## src/rtl/ccff_loader_pkg.sv

```systemverilog
// Shared state encoding and sizing helpers for the configuration-chain loader.
package ccff_loader_pkg;

   typedef logic [2:0] state_t;

   localparam state_t ST_IDLE      = 3'd0;
   localparam state_t ST_WAIT_WORD = 3'd1;
   localparam state_t ST_SHIFT     = 3'd2;
   localparam state_t ST_RD_OUT    = 3'd3;
   localparam state_t ST_DONE      = 3'd4;

   function automatic int calc_nwords(input int chain_len, input int word_w);
      return (chain_len + word_w - 1) / word_w;
   endfunction

   function automatic int calc_last_bits(input int chain_len, input int word_w);
      return chain_len - (calc_nwords(chain_len, word_w) - 1) * word_w;
   endfunction

   // Counter width for values 0..n-1, never narrower than one bit.
   function automatic int cnt_w(input int n);
      return (n < 2) ? 1 : $clog2(n);
   endfunction

endpackage

```

## src/rtl/ccff_bit_serdes.sv

```systemverilog
// Per-word serialiser/deserialiser: shifts txreg out LSB-first on head while
// capturing tail bits into rxreg at the same bit index.
module ccff_bit_serdes
   import ccff_loader_pkg::*;
#(
   parameter int WORD_W = 8,
   localparam int CNT_W = cnt_w(WORD_W),
   localparam int NB_W  = cnt_w(WORD_W + 1)
) (
   input  logic              clk,
   input  logic              rst_n,
   input  logic              load,
   input  logic              shift,
   input  logic [WORD_W-1:0] data,
   input  logic [NB_W-1:0]   nbits,
   input  logic              tail,
   output logic              head,
   output logic              last_bit,
   output logic [WORD_W-1:0] rx_word
);

   logic [WORD_W-1:0] txreg_q, txreg_d;
   logic [WORD_W-1:0] rxreg_q, rxreg_d;
   logic [CNT_W-1:0]  bit_cnt_q, bit_cnt_d;
   logic [NB_W-1:0]   nbits_q, nbits_d;
   logic              head_q, head_d;

   always_comb begin
      txreg_d   = txreg_q;
      rxreg_d   = rxreg_q;
      bit_cnt_d = bit_cnt_q;
      nbits_d   = nbits_q;
      head_d    = head_q;
      if (load) begin
         txreg_d   = data;
         rxreg_d   = '0;
         bit_cnt_d = '0;
         nbits_d   = nbits;
      end else if (shift) begin
         txreg_d            = txreg_q >> 1;
         rxreg_d[bit_cnt_q] = tail;
         bit_cnt_d          = bit_cnt_q + CNT_W'(1);
         head_d             = txreg_q[0];
      end
   end

   always_ff @(posedge clk or negedge rst_n) begin
      if (!rst_n) begin
         txreg_q   <= '0;
         rxreg_q   <= '0;
         bit_cnt_q <= '0;
         nbits_q   <= '0;
         head_q    <= 1'b0;
      end else begin
         txreg_q   <= txreg_d;
         rxreg_q   <= rxreg_d;
         bit_cnt_q <= bit_cnt_d;
         nbits_q   <= nbits_d;
         head_q    <= head_d;
      end
   end

   // Outside shifting the head keeps presenting the last bit driven into the chain.
   assign head     = shift ? txreg_q[0] : head_q;
   assign last_bit = (NB_W'(bit_cnt_q) + NB_W'(1)) == nbits_q;
   assign rx_word  = rxreg_q;

endmodule

```

## src/rtl/ccff_chain_loader.sv

```systemverilog
// Configuration-chain sequencer: streams NWORDS config words into the tile chain
// and returns the bits pushed out of ccff_tail as readback words.
module ccff_chain_loader
   import ccff_loader_pkg::*;
#(
   parameter int CHAIN_LEN = 20,
   parameter int WORD_W    = 8
) (
   input  logic              prog_clk,
   input  logic              pReset,
   input  logic              start,
   input  logic [WORD_W-1:0] cfg_data,
   input  logic              cfg_valid,
   output logic              cfg_ready,
   output logic              ccff_head,
   output logic              ccff_shift_en,
   input  logic              ccff_tail,
   output logic [WORD_W-1:0] rd_data,
   output logic              rd_valid,
   input  logic              rd_ready,
   output logic              busy,
   output logic              done,
   output logic [2:0]        dbg_state
);

   localparam int NWORDS    = calc_nwords(CHAIN_LEN, WORD_W);
   localparam int LAST_BITS = calc_last_bits(CHAIN_LEN, WORD_W);
   localparam int WI_W      = cnt_w(NWORDS + 1);
   localparam int NB_W      = cnt_w(WORD_W + 1);

   // Handshakes: a word moves on a prog_clk edge where valid and ready are both 1.
   // cfg_ready and rd_valid depend only on the registered state, never on the
   // partner's valid/ready, and the two are never high together.

   state_t            state_q, state_d;
   logic [WI_W-1:0]   word_idx_q, word_idx_d;
   logic              last_word;
   logic              load;
   logic              last_bit;
   logic [NB_W-1:0]   nbits;
   logic [WORD_W-1:0] rx_word;

   assign last_word = (word_idx_q == WI_W'(NWORDS - 1));
   assign nbits     = last_word ? NB_W'(LAST_BITS) : NB_W'(WORD_W);

   assign cfg_ready     = (state_q == ST_WAIT_WORD);
   assign ccff_shift_en = (state_q == ST_SHIFT);
   assign rd_valid      = (state_q == ST_RD_OUT);
   assign busy          = (state_q != ST_IDLE);
   assign done          = (state_q == ST_DONE);
   assign rd_data       = rd_valid ? rx_word : '0;
   assign dbg_state     = state_q;
   assign load          = cfg_ready & cfg_valid;

   always_comb begin
      state_d    = state_q;
      word_idx_d = word_idx_q;
      case (state_q)
         ST_IDLE: begin
            if (start) begin
               state_d    = ST_WAIT_WORD;
               word_idx_d = '0;
            end
         end
         ST_WAIT_WORD: begin
            if (cfg_valid) state_d = ST_SHIFT;
         end
         ST_SHIFT: begin
            if (last_bit) state_d = ST_RD_OUT;
         end
         ST_RD_OUT: begin
            if (rd_ready) begin
               word_idx_d = word_idx_q + WI_W'(1);
               state_d    = last_word ? ST_DONE : ST_WAIT_WORD;
            end
         end
         ST_DONE:  state_d = ST_IDLE;
         default:  state_d = ST_IDLE;
      endcase
   end

   always_ff @(posedge prog_clk or negedge pReset) begin
      if (!pReset) begin
         state_q    <= ST_IDLE;
         word_idx_q <= '0;
      end else begin
         state_q    <= state_d;
         word_idx_q <= word_idx_d;
      end
   end

   ccff_bit_serdes #(
      .WORD_W (WORD_W)
   ) u_serdes (
      .clk      (prog_clk),
      .rst_n    (pReset),
      .load     (load),
      .shift    (ccff_shift_en),
      .data     (cfg_data),
      .nbits    (nbits),
      .tail     (ccff_tail),
      .head     (ccff_head),
      .last_bit (last_bit),
      .rx_word  (rx_word)
   );

endmodule

```

## config.mk

```make
export PLATFORM = sky130hd
export DESIGN_NAME = ccff_chain_loader
export DESIGN_NICKNAME = d
export VERILOG_FILES = /design/src/rtl/ccff_loader_pkg.sv /design/src/rtl/ccff_bit_serdes.sv /design/src/rtl/ccff_chain_loader.sv
export SDC_FILE = /design/constraint.sdc
export NUM_CORES = 1
export LEC_CHECK = 0
export CORE_ASPECT_RATIO = 0.8
export CORE_MARGIN = 2
export CORE_UTILIZATION = 48
export DETAILED_ROUTE_END_ITERATION = 8
export PLACE_DENSITY_LB_ADDON = 0.1
export SLEW_MARGIN = 25
export SYNTH_ARGS = -nofsm -noshare
export SYNTH_HDL_FRONTEND = slang
export SYNTH_HIERARCHICAL = 1
export SYNTH_SLANG_ARGS = --single-unit
```

## constraint.sdc

```tcl
create_clock -name prog_clk -period 2.3 [get_ports prog_clk]
set_clock_uncertainty 0.1 [all_clocks]
set_input_delay 0.345 -clock prog_clk [delete_from_list [all_inputs] [get_ports prog_clk]]
set_output_delay 0.345 -clock prog_clk [all_outputs]
set_load 0.01 [all_outputs]
```

==> flow_summary.ini, run 1 <==
[setup_path]
r2r_end = dbg_state[0]$_DFFE_PN0P_
required_ns = 1.86
rrSetupSlack_ns = 0.39
cp.arrival_ns = 1.75
setup.worst_path.start = dbg_state[2]$_DFFE_PN0P_
r2r_cells = 6
crit_path_start_kind = flip-flop
criticalPathCategory = reg -> out
rr_startpoint = u_serdes/bit_cnt_q[1]$_DFFE_PN0P_
endpoint_kind = output pin
cp_max_fo = 7

[placed_design]
gp_congestion = 0.732
numPortBuffers = 30
dp_slack_ns = 0.220
postPlaceCellArea_sq_um = 1920
place_hpwl_microns = 1970

[timing]
final-setup-viol-count = 0
max_freq_mhz = 455
fin_crit_sh_pct = 95.5
drv_slew = 0
hold_viol = 0
min_period_ns = 2.20
fin_setup_tns_ns = 0
worst_slack_ns = 0.103
rsz0062_at_grt = false

[clocking]
clkSlewWorstSetupHoldPaths_ns = 0.06
cts_made_buffers = 5
hold_buffers = 0
clk_path_buf_depth = 2
cts_max_level = 2
clock-sinks = 29
cts_tree = built
clock_latency_ns = 0.28
clockRootBuffer = clkbuf_8

[flow_run]
max-cap-violations = 0

[floorplan]
die_h_microns = 55.8
fp.dieW_microns = 68.7
rows = 18
io_pins = 31
start_util_pct = 51.0
die_area_sq_um = 3830
fp.coreArea_sq_um = 3150

[drt]
wire_per_inst_microns = 13.7
wl_met3_microns = 123
wl_microns = 3060
ant_nets = 0
routed_via_density = 5.11
drt_iter0_drc = 23
wl_met2_microns = 1350
drc = 0
dr.pass1.iters = 4
vias = 1145
top_layer_used = met4
wl_met1_microns = 1540

[cells_and_area]
final_cell_area_sq_um = 2050
layout.nets = 199
syn2layout_area_growth_pct = 27.2
final_util_pct = 64.9
n_antenna_cell = 0
drive_gt1_share_pct = 18.5

[power]
power_density_nw_per_um2 = 1250
ir_drop_uv = 652
power.total_uw = 2570
p_leak_uw = 0.000909

[yosys]
seq_area_frac_synth_pct = 45.1
synth_seq_cells = 29
netlist_area_sq_um = 1610
netlist_instances = 146
avgSynthCellArea_sq_um = 11.0
synth_warnings = 6
ys_types = 41

[grt]
grt_max_degree = 30
grt_pass1_vias = 1127
grt_overflow_total = 0
antenna_found_initial = 0
grt_pass1_wl_microns = 4920
track_usage_pct = 17.7

[outcome]
outcome = finished, final reports clean

[worst_hold_path]
min_path_type = in -> async
==> repair_timing <==
item                                   in CTS  in global routing
buffers inserted                            0                  2
pin swaps                                   0                  1
resized for setup                           3                  4
gates cloned                                0                  2
setup endpoints to repair                   9                 10
endpoints found under the hold margin       0                  0
==> logic make-up after synthesis <==
group / count (synthesis) / synth area share, %
AOI/OAI and AO/OA: 15 / 5.83
other: 1 / 0.233
muxes: 23 / 15.1
xor gates and xnor gates: 5 / 2.72
buffers and inverters: 15 / 7.23
DFF: 29 / 45.1
adders and majority gates: 2 / 1.55
and+or+nand+nor: 56 / 22.2
==> layer usage <==
layer | GRT usage (%) | vias to the layer above
li1 | - | 579
met1 | 21.8 | 536
met2 | 27.3 | 25
met3 | 7.29 | 5
met4 | 6.72 | 0
met5 | 0 | -
==> cells in the final DEF (no fill, tap or decap), types with 3 or more instances in the layout <==
| cell | synthesis | routed |
|---|---|---|
| xor2_1 | 3 | 3 |
| clkbuf_1 | 1 | 3 |
| and2_1 | 9 | 9 |
| o21ai_0 | 8 | 8 |
| dfrtp_1 | 29 | 27 |
| buf_4 | 1 | 7 |
| mux2_2 | 5 | 5 |
| nand4b_1 | 4 | 4 |
| inv_1 | 3 | 3 |
| clkdlybuf4s50_1 | 0 | 29 |
| and4bb_2 | 3 | 3 |
| clkbuf_8 | 0 | 5 |
| nand2_1 | 12 | 12 |
| mux2i_1 | 16 | 16 |
| nor2_1 | 12 | 12 |
==> flip-flops by register name, summed over array words and instances (netlist names) <==
name	count
u_serdes/rx_word	8
u_serdes/txreg_q	8
u_serdes/nbits_q	4
dbg_state	3
u_serdes/bit_cnt_q	3
word_idx_q	2
u_serdes/head_q	1
==> cell usage after synthesis <==
cell type	count	area share (%)
mux2_2	5	3.5
nor3b_2	1	0.78
clkbuf_1	1	0.23
conb_1	1	0.23
a21oi_1	1	0.31
a211oi_1	1	0.47
a311oi_1	1	0.54
mux2i_1	16	10
mux2_1	1	0.70
and4bb_2	3	2.3
and2b_1	1	0.47
buf_2	3	0.93
and4b_1	1	0.62
nand3_1	1	0.31
o21ai_0	8	2.5
nor4b_4	1	1.5
xor2_1	3	1.6
nor2_1	12	2.8
mux2_4	1	0.93
o2bb2ai_1	1	0.54
xnor2_1	2	1.1
ha_1	2	1.6
nor3_1	1	0.31
inv_1	3	0.70
nand2_1	12	2.8
nor2_2	1	0.39
and4_2	1	0.62
buf_6	7	4.9
nand4b_1	4	2.2
nor3_2	1	0.62
nor2b_1	2	0.78
and3b_1	1	0.54
a21oi_2	1	0.54
or3_1	1	0.39
nand4_1	1	0.39
a22o_1	1	0.54
and2_1	9	3.5
a31oi_1	1	0.39
nor3b_1	2	0.93
buf_4	1	0.47
dfrtp_1	29	45
==> worst max-delay path, stage by stage, from the launching register on <==
cell and delay [ns]:
dfrtp_2 0.47, and3b_2 0.33, and2_1 0.14, clkdlybuf4s50_1 0.53
==> through the flow <==
step	hold WS (ns)	cells
after CTS	0.364	220
after floorplan	-0.0506	147
after global placement	0.364	212
after global routing	0.382	224
final	0.354	224
after detailed placement	0.379	212
==> worst max path at each step <==
stage	to	slack (ns)
after floorplan	ccff_head	0.23
after global placement	ccff_shift_en	0.25
after global routing	rd_data[5]	0.02
after CTS	ccff_head	0.004
after detailed placement	rd_data[2]	0.22
final	rd_data[4]	0.10
==> cell type report <==
class,instances,area [sq um]
sequential,29,728
tap,40,50.0
timing repair buffer,40,384
clock buffer,8,80.1
inverter,3,11.3
fill,272,1110
multi-input combinational,104,793
==> where the power goes <==
part	internal, uW	leakage [uW]	switching (uW)	total (uW)
registers	736	0.000365	190	926
clock network	214	0.0000395	175	389
logic	682	0.000505	569	1250
Power figures use the tool's default switching activity.
==> inputs of run 2 (changes only) <==
--- a/config.mk
+++ b/config.mk
@@ -9,9 +9,8 @@
 export CORE_MARGIN = 2
 export CORE_UTILIZATION = 48
 export DETAILED_ROUTE_END_ITERATION = 8
-export PLACE_DENSITY_LB_ADDON = 0.1
+export PLACE_DENSITY = 0.76
 export SLEW_MARGIN = 25
 export SYNTH_ARGS = -nofsm -noshare
 export SYNTH_HDL_FRONTEND = slang
-export SYNTH_HIERARCHICAL = 1
 export SYNTH_SLANG_ARGS = --single-unit
==> run 2 against run 1 <==
  * Global-route usage rose by 0.72 points
  * Fmax increased by 0.62%
  * First-iteration DRC count is 4.3% higher
  * Non-clock buffer count did not move
  * Register-to-register slack improved by 0.14 ns
  * Sequential cell count shrank 2
  * Via count is 1.9% lower
  * Wire length decreased by 7.9%
  * Largest cell class unchanged
==> flow_summary.ini, run 2 <==
[setup_path]
path_cells = and3b_2, and2_1, clkdlybuf4s50_1
cp_num_buf_inv = 1
cp_max_fo = 11
r2r_cells = 5
slowest_stage = clkdlybuf4s50_1
required_ns = 1.86
rrSetupSlack_ns = 0.53
criticalPathCategory = reg -> out
slowest_delay_ns = 0.54
r2r_end = dbg_state[0]$_DFFE_PN0P_
endpoint_kind = output pin
path_delay_family = buffers and inverters
cp.arrival_ns = 1.74
rr_startpoint = u_serdes.bit_cnt_q[0]$_DFFE_PN0P_
crit_path_start_kind = flip-flop

[cells_and_area]
final_util_pct = 66.0
syn2layout_area_growth_pct = 28.2
drive_gt1_share_pct = 12.6
fillerInstances = 230
final_cell_area_sq_um = 1870
n_antenna_cell = 0
final_common_cell = clkdlybuf4s50_1
layout_common_cells = clkdlybuf4s50_1, dfrtp_1, nand2_1
register_area_sq_um = 678
layout.nets = 201
multiInputGateArea_sq_um = 702

[yosys]
synth_xor_area_share_pct = 1.80
synthAdderAreaFrac_pct = 2.58
synth_warnings = 0
yosys-mux-area-fraction_pct = 9.01
netlist_instances = 149
dominantRegCellSynth = dfrtp_1
seq_area_frac_synth_pct = 46.4
synth_seq_cells = 27
synth_top_family_by_area = simple AND/OR/NAND/NOR gates
async_flop_share_pct = 100
synth_compound_area_share_pct = 8.41
ys_top_cells_by_area = dfrtp_1, mux2i_1, nand2_1
post-synth-top-area-cell = dfrtp_1
synth_most_common_cell = dfrtp_1
synth_edf_count = 0
avgSynthCellArea_sq_um = 9.78
synthSimpleGateAreaFrac_pct = 26.3
syn_nets = 166
netlist_area_sq_um = 1460
synthTopCellsByCount = dfrtp_1, nand2_1, mux2i_1
ys_types = 37
yosys.area.top_type_share_pct = 46.4

[floorplan]
start_util_pct = 51.5
die_area_sq_um = 3500
rows = 17
die_h_microns = 53.3
fp.coreArea_sq_um = 2830
io_pins = 31
fp.dieW_microns = 65.6

[drt]
wire_per_inst_microns = 12.8
vias = 1123
routed_via_density = 5.08
wl_microns = 2820
drc = 0
drt_iter0_drc = 24
dr.pass1.iters = 4
ant_nets = 0

[timing]
fin_setup_tns_ns = 0
worst_slack_ns = 0.117
tightestPinTransition_ns = 0.370
fin_crit_sh_pct = 94.9
slew_headroom_pct = 75.3
max_freq_mhz = 458
min_period_ns = 2.18
drv_slew = 0
final-setup-viol-count = 0
rsz0062_at_grt = false
hold_viol = 0

[clocking]
clk_path_buf_depth = 2
clockRootBuffer = clkbuf_8
hold_buffers = 0
clock-sinks = 27
cts_max_level = 1
clock_latency_ns = 0.27
cts_made_buffers = 3
cts_tree = built
clkSlewWorstSetupHoldPaths_ns = 0.09

[grt]
track_usage_pct = 18.4
antenna_found_initial = 0
grt_overflow_total = 0
grt_pass1_wl_microns = 4900
grt_max_degree = 28
grt_pass1_vias = 1079

[placed_design]
dp_slack_ns = 0.222
numPortBuffers = 30
postPlaceCellArea_sq_um = 1790
gp_congestion = 0.773
place_hpwl_microns = 2100

[worst_hold_path]
min_path_type = in -> async

[power]
ir_drop_uv = 623
power_density_nw_per_um2 = 1170
p_leak_uw = 0.000850

[flow_run]
max-cap-violations = 0

[outcome]
outcome = finished, final reports clean
run 2: final cells by class:
cell class / instances / area share, %
repair buffers: 40 / 20.1
multi-input cells: 108 / 37.6
flip-flops and latches: 27 / 36.3
inverters: 4 / 1.07
well taps: 38 / 2.55
clock buffers: 4 / 2.41
run 2: cells by family after synthesis:
logic type,count (synthesis)
muxes,13
DFF,27
adders and majority gates,3
and+or+nand+nor,69
xor gates and xnor gates,3
buffers and inverters,14
AOI/OAI and AO/OA,20
run 2: worst max path at each step:
| stage | from | end | slack, ns | cells after the start |
|---|---|---|---|---|
| 3_5_place_dp | dbg_state[2]$_DFFE_PN0P_ | rd_data[5] | 0.22 | 3 |
| 2_1_floorplan | dbg_state[0]$_DFFE_PN0P_ | ccff_head | 0.64 | 7 |
| 5_1_grt | dbg_state[2]$_DFFE_PN0P_ | rd_data[4] | 0.06 | 3 |
| 4_1_cts | dbg_state[2]$_DFFE_PN0P_ | ccff_head | 0.02 | 6 |
| 3_3_place_gp | dbg_state[2]$_DFFE_PN0P_ | rd_data[7] | 0.27 | 3 |
| 6_report | dbg_state[2]$_DFFE_PN0P_ | rd_data[7] | 0.12 | 3 |
run 2: per-stage QoR:
step	total power (uW)	hold WS, ns	std cells
floorplan	1540	-0.0506	149
global placement	1850	0.361	213
detailed placement	1900	0.363	213
CTS	2170	0.349	217
global route	2390	0.357	221
finish	2190	0.337	221
run 2: metal layers:
| metal | routed length (microns) | track usage (%) |
|---|---|---|
| met5 | 0 | 0 |
| met4 | 20 | 3.13 |
| met3 | 125 | 4.04 |
| met2 | 1350 | 32.8 |
| met1 | 1320 | 23.4 |
run 2: where the power goes:
part	switching [uW]	total [uW]	internal, uW
logic	529	1090	563
registers	165	835	669
clock network	139	263	124
run 2: worst reg2reg max path, delay by kind of cell, from the launching register on:
| kind | cells | cell delay [ns] |
|---|---|---|
| fa+ha+maj | 1 | 0.26 |
| flops | 1 | 0.57 |
| xor+xnor | 1 | 0.23 |
| compound gates | 1 | 0.33 |
| simple gates | 2 | 0.16 |
run 2: repair_timing:
| action | 4_1_cts | 5_1_grt |
|---|---|---|
| pin swaps | 0 | 0 |
| setup buffers | 0 | 4 |
| setup endpoints to repair | 9 | 5 |
| resized for setup | 3 | 2 |
==> inputs of run 3 (changes only) <==
--- a/config.mk
+++ b/config.mk
@@ -6,10 +6,10 @@
 export NUM_CORES = 1
 export LEC_CHECK = 0
 export CORE_ASPECT_RATIO = 0.8
-export CORE_MARGIN = 2
-export CORE_UTILIZATION = 48
+export CORE_MARGIN = 4
+export CORE_UTILIZATION = 50
 export DETAILED_ROUTE_END_ITERATION = 8
-export PLACE_DENSITY = 0.76
+export PLACE_DENSITY = 0.79
 export SLEW_MARGIN = 25
 export SYNTH_ARGS = -nofsm -noshare
 export SYNTH_HDL_FRONTEND = slang
==> run 3 against run 2 <==
  * Worst hold slack lost 0.088 ns
  * Sequential share of layout area shrank 0.58 points
  * Final area grew 1.8%
  * Sequential cell count is the same
  * Die area grew 10%
  * Clock power shrank 15%
  * Power grew 2.2%
  * Largest power group unchanged
  * Register-to-register slack lost 0.07 ns
  * Non-clock buffer count grew 3
  * Wire length grew 7.3%
==> flow_summary.ini, run 3 (synthesis gave the netlist of run 2 again) <==
[outcome]
outcome = finished, final reports clean

[timing]
tightestPinTransition_ns = 0.394
worst_slack_ns = 0.0635
final-setup-viol-count = 0
slew_headroom_pct = 73.7
drv_slew = 0
fin_crit_sh_pct = 97.2
max_freq_mhz = 447
hold_viol = 0
min_period_ns = 2.24
hold_ws_ns = 0.249

[cells_and_area]
syn2layout_area_growth_pct = 30.5
layout_common_cells = clkdlybuf4s50_1, nand2_1, dfrtp_1
final_common_cell = clkdlybuf4s50_1
n_antenna_cell = 0
layout.nets = 205
drive_gt1_share_pct = 15.0
final_cells = 225

[drt]
wire_per_inst_microns = 13.4
drt_iter0_drc = 38
drc = 0
wl_microns = 3020
vias = 1182
dr.pass1.iters = 6
ant_nets = 0
routed_via_density = 5.25

[grt]
grt_overflow_total = 0
grt_use_met2_pct = 30.9
use_met3_pct = 4.80
grt_pass1_wl_microns = 5290
grt.busiest_layer = met2
grt_max_degree = 28
grt_pass1_vias = 1198
track_usage_pct = 17.6
antenna_found_initial = 0
met1_usage_pct = 21.7

[setup_path]
endpoint_kind = output pin
cp.arrival_ns = 1.79
crit_path_start_kind = flip-flop
rr_startpoint = u_serdes.bit_cnt_q[0]$_DFFE_PN0P_
required_ns = 1.86
setup.worst_path.start = dbg_state[2]$_DFFE_PN0P_
criticalPathCategory = reg -> out
cp_max_fo = 5

[clocking]
clkSlewWorstSetupHoldPaths_ns = 0.15
clk_path_buf_depth = 2
hold_buffers = 0
clock-sinks = 27
cts_made_buffers = 3
clockRootBuffer = clkbuf_4
cts_max_level = 1
clock_latency_ns = 0.34
cts_tree = built

[flow_run]
max-cap-violations = 0

[floorplan]
fp.dieW_microns = 68.4
start_util_pct = 52.7
die_h_microns = 56.3
rows = 17
fp.coreArea_sq_um = 2770
die_area_sq_um = 3850
io_pins = 31

[placed_design]
placed_cells = 213
dp_slack_ns = 0.165
place_hpwl_microns = 2200
numPortBuffers = 30
gp_congestion = 0.769

[worst_hold_path]
min_path_type = in -> async

[power]
ir_drop_uv = 628
p_leak_uw = 0.000881
power_density_nw_per_um2 = 1180
run 3: per-layer routing:
layer  up-vias  part of all wire, %
li1        584                    -
met1       570                   45
met2        24                   50
met3         4                  4.8
met4         0                 0.66
met5         -                    0
run 3: final cells by class:
type	count	area [sq um]
clock inverter	1	8.76
inverter	4	20.0
timing repair buffer	43	413
sequential	27	679
multi-input combinational	109	711
clock buffer	3	22.5
tap	38	47.5
fill	208	863
run 3: repair_timing:
item,4_1_cts,5_1_grt
setup endpoints to repair,11,7
resized for setup,5,1
setup buffers,4,3
gates cloned,1,0
run 3: worst paths after layout:
kind / to / slack (ns) / depth (start not counted)
setup / recovery: rd_data[1] / 0.06 / 3
hold / removal: word_idx_q[1]$_DFFE_PN0P_ / 0.25 / 2
setup reg to reg: dbg_state[0]$_DFFE_PN0P_ / 0.46 / 5
hold reg to reg: u_serdes.head_q$_DFFE_PN0N_ / 0.40 / 2
max in group asynchronous: dbg_state[1]$_DFFE_PN0P_ / 1.58 / 2
min in group prog_clk: u_serdes.head_q$_DFFE_PN0N_ / 0.40 / 2
run 3: stage by stage:
| step | util, % | total power (uW) | TNS (ns) | area (sq um) |
|---|---|---|---|---|
| 2_1_floorplan | - | 1540 | 0 | 1460 |
| 3_3_place_gp | 64.6 | 1850 | 0 | 1790 |
| 3_5_place_dp | 64.6 | 1910 | 0 | 1790 |
| 4_1_cts | 67.9 | 2220 | 0 | 1880 |
| 5_1_grt | 68.8 | 2420 | -0.00459 | 1900 |
| 6_report | 68.8 | 2240 | 0 | 1900 |
run 3: where the power goes:
part,total [uW],internal [uW],switching [uW]
clock network,224,71.2,153
registers,837,669,168
logic,1180,614,562
total,2240,1350,883
run 3: critical path: stages (launching register included):
cell and delay (ns):
dfrtp_2 0.46, and3b_2 0.30, and2_1 0.14, clkdlybuf4s50_1 0.55
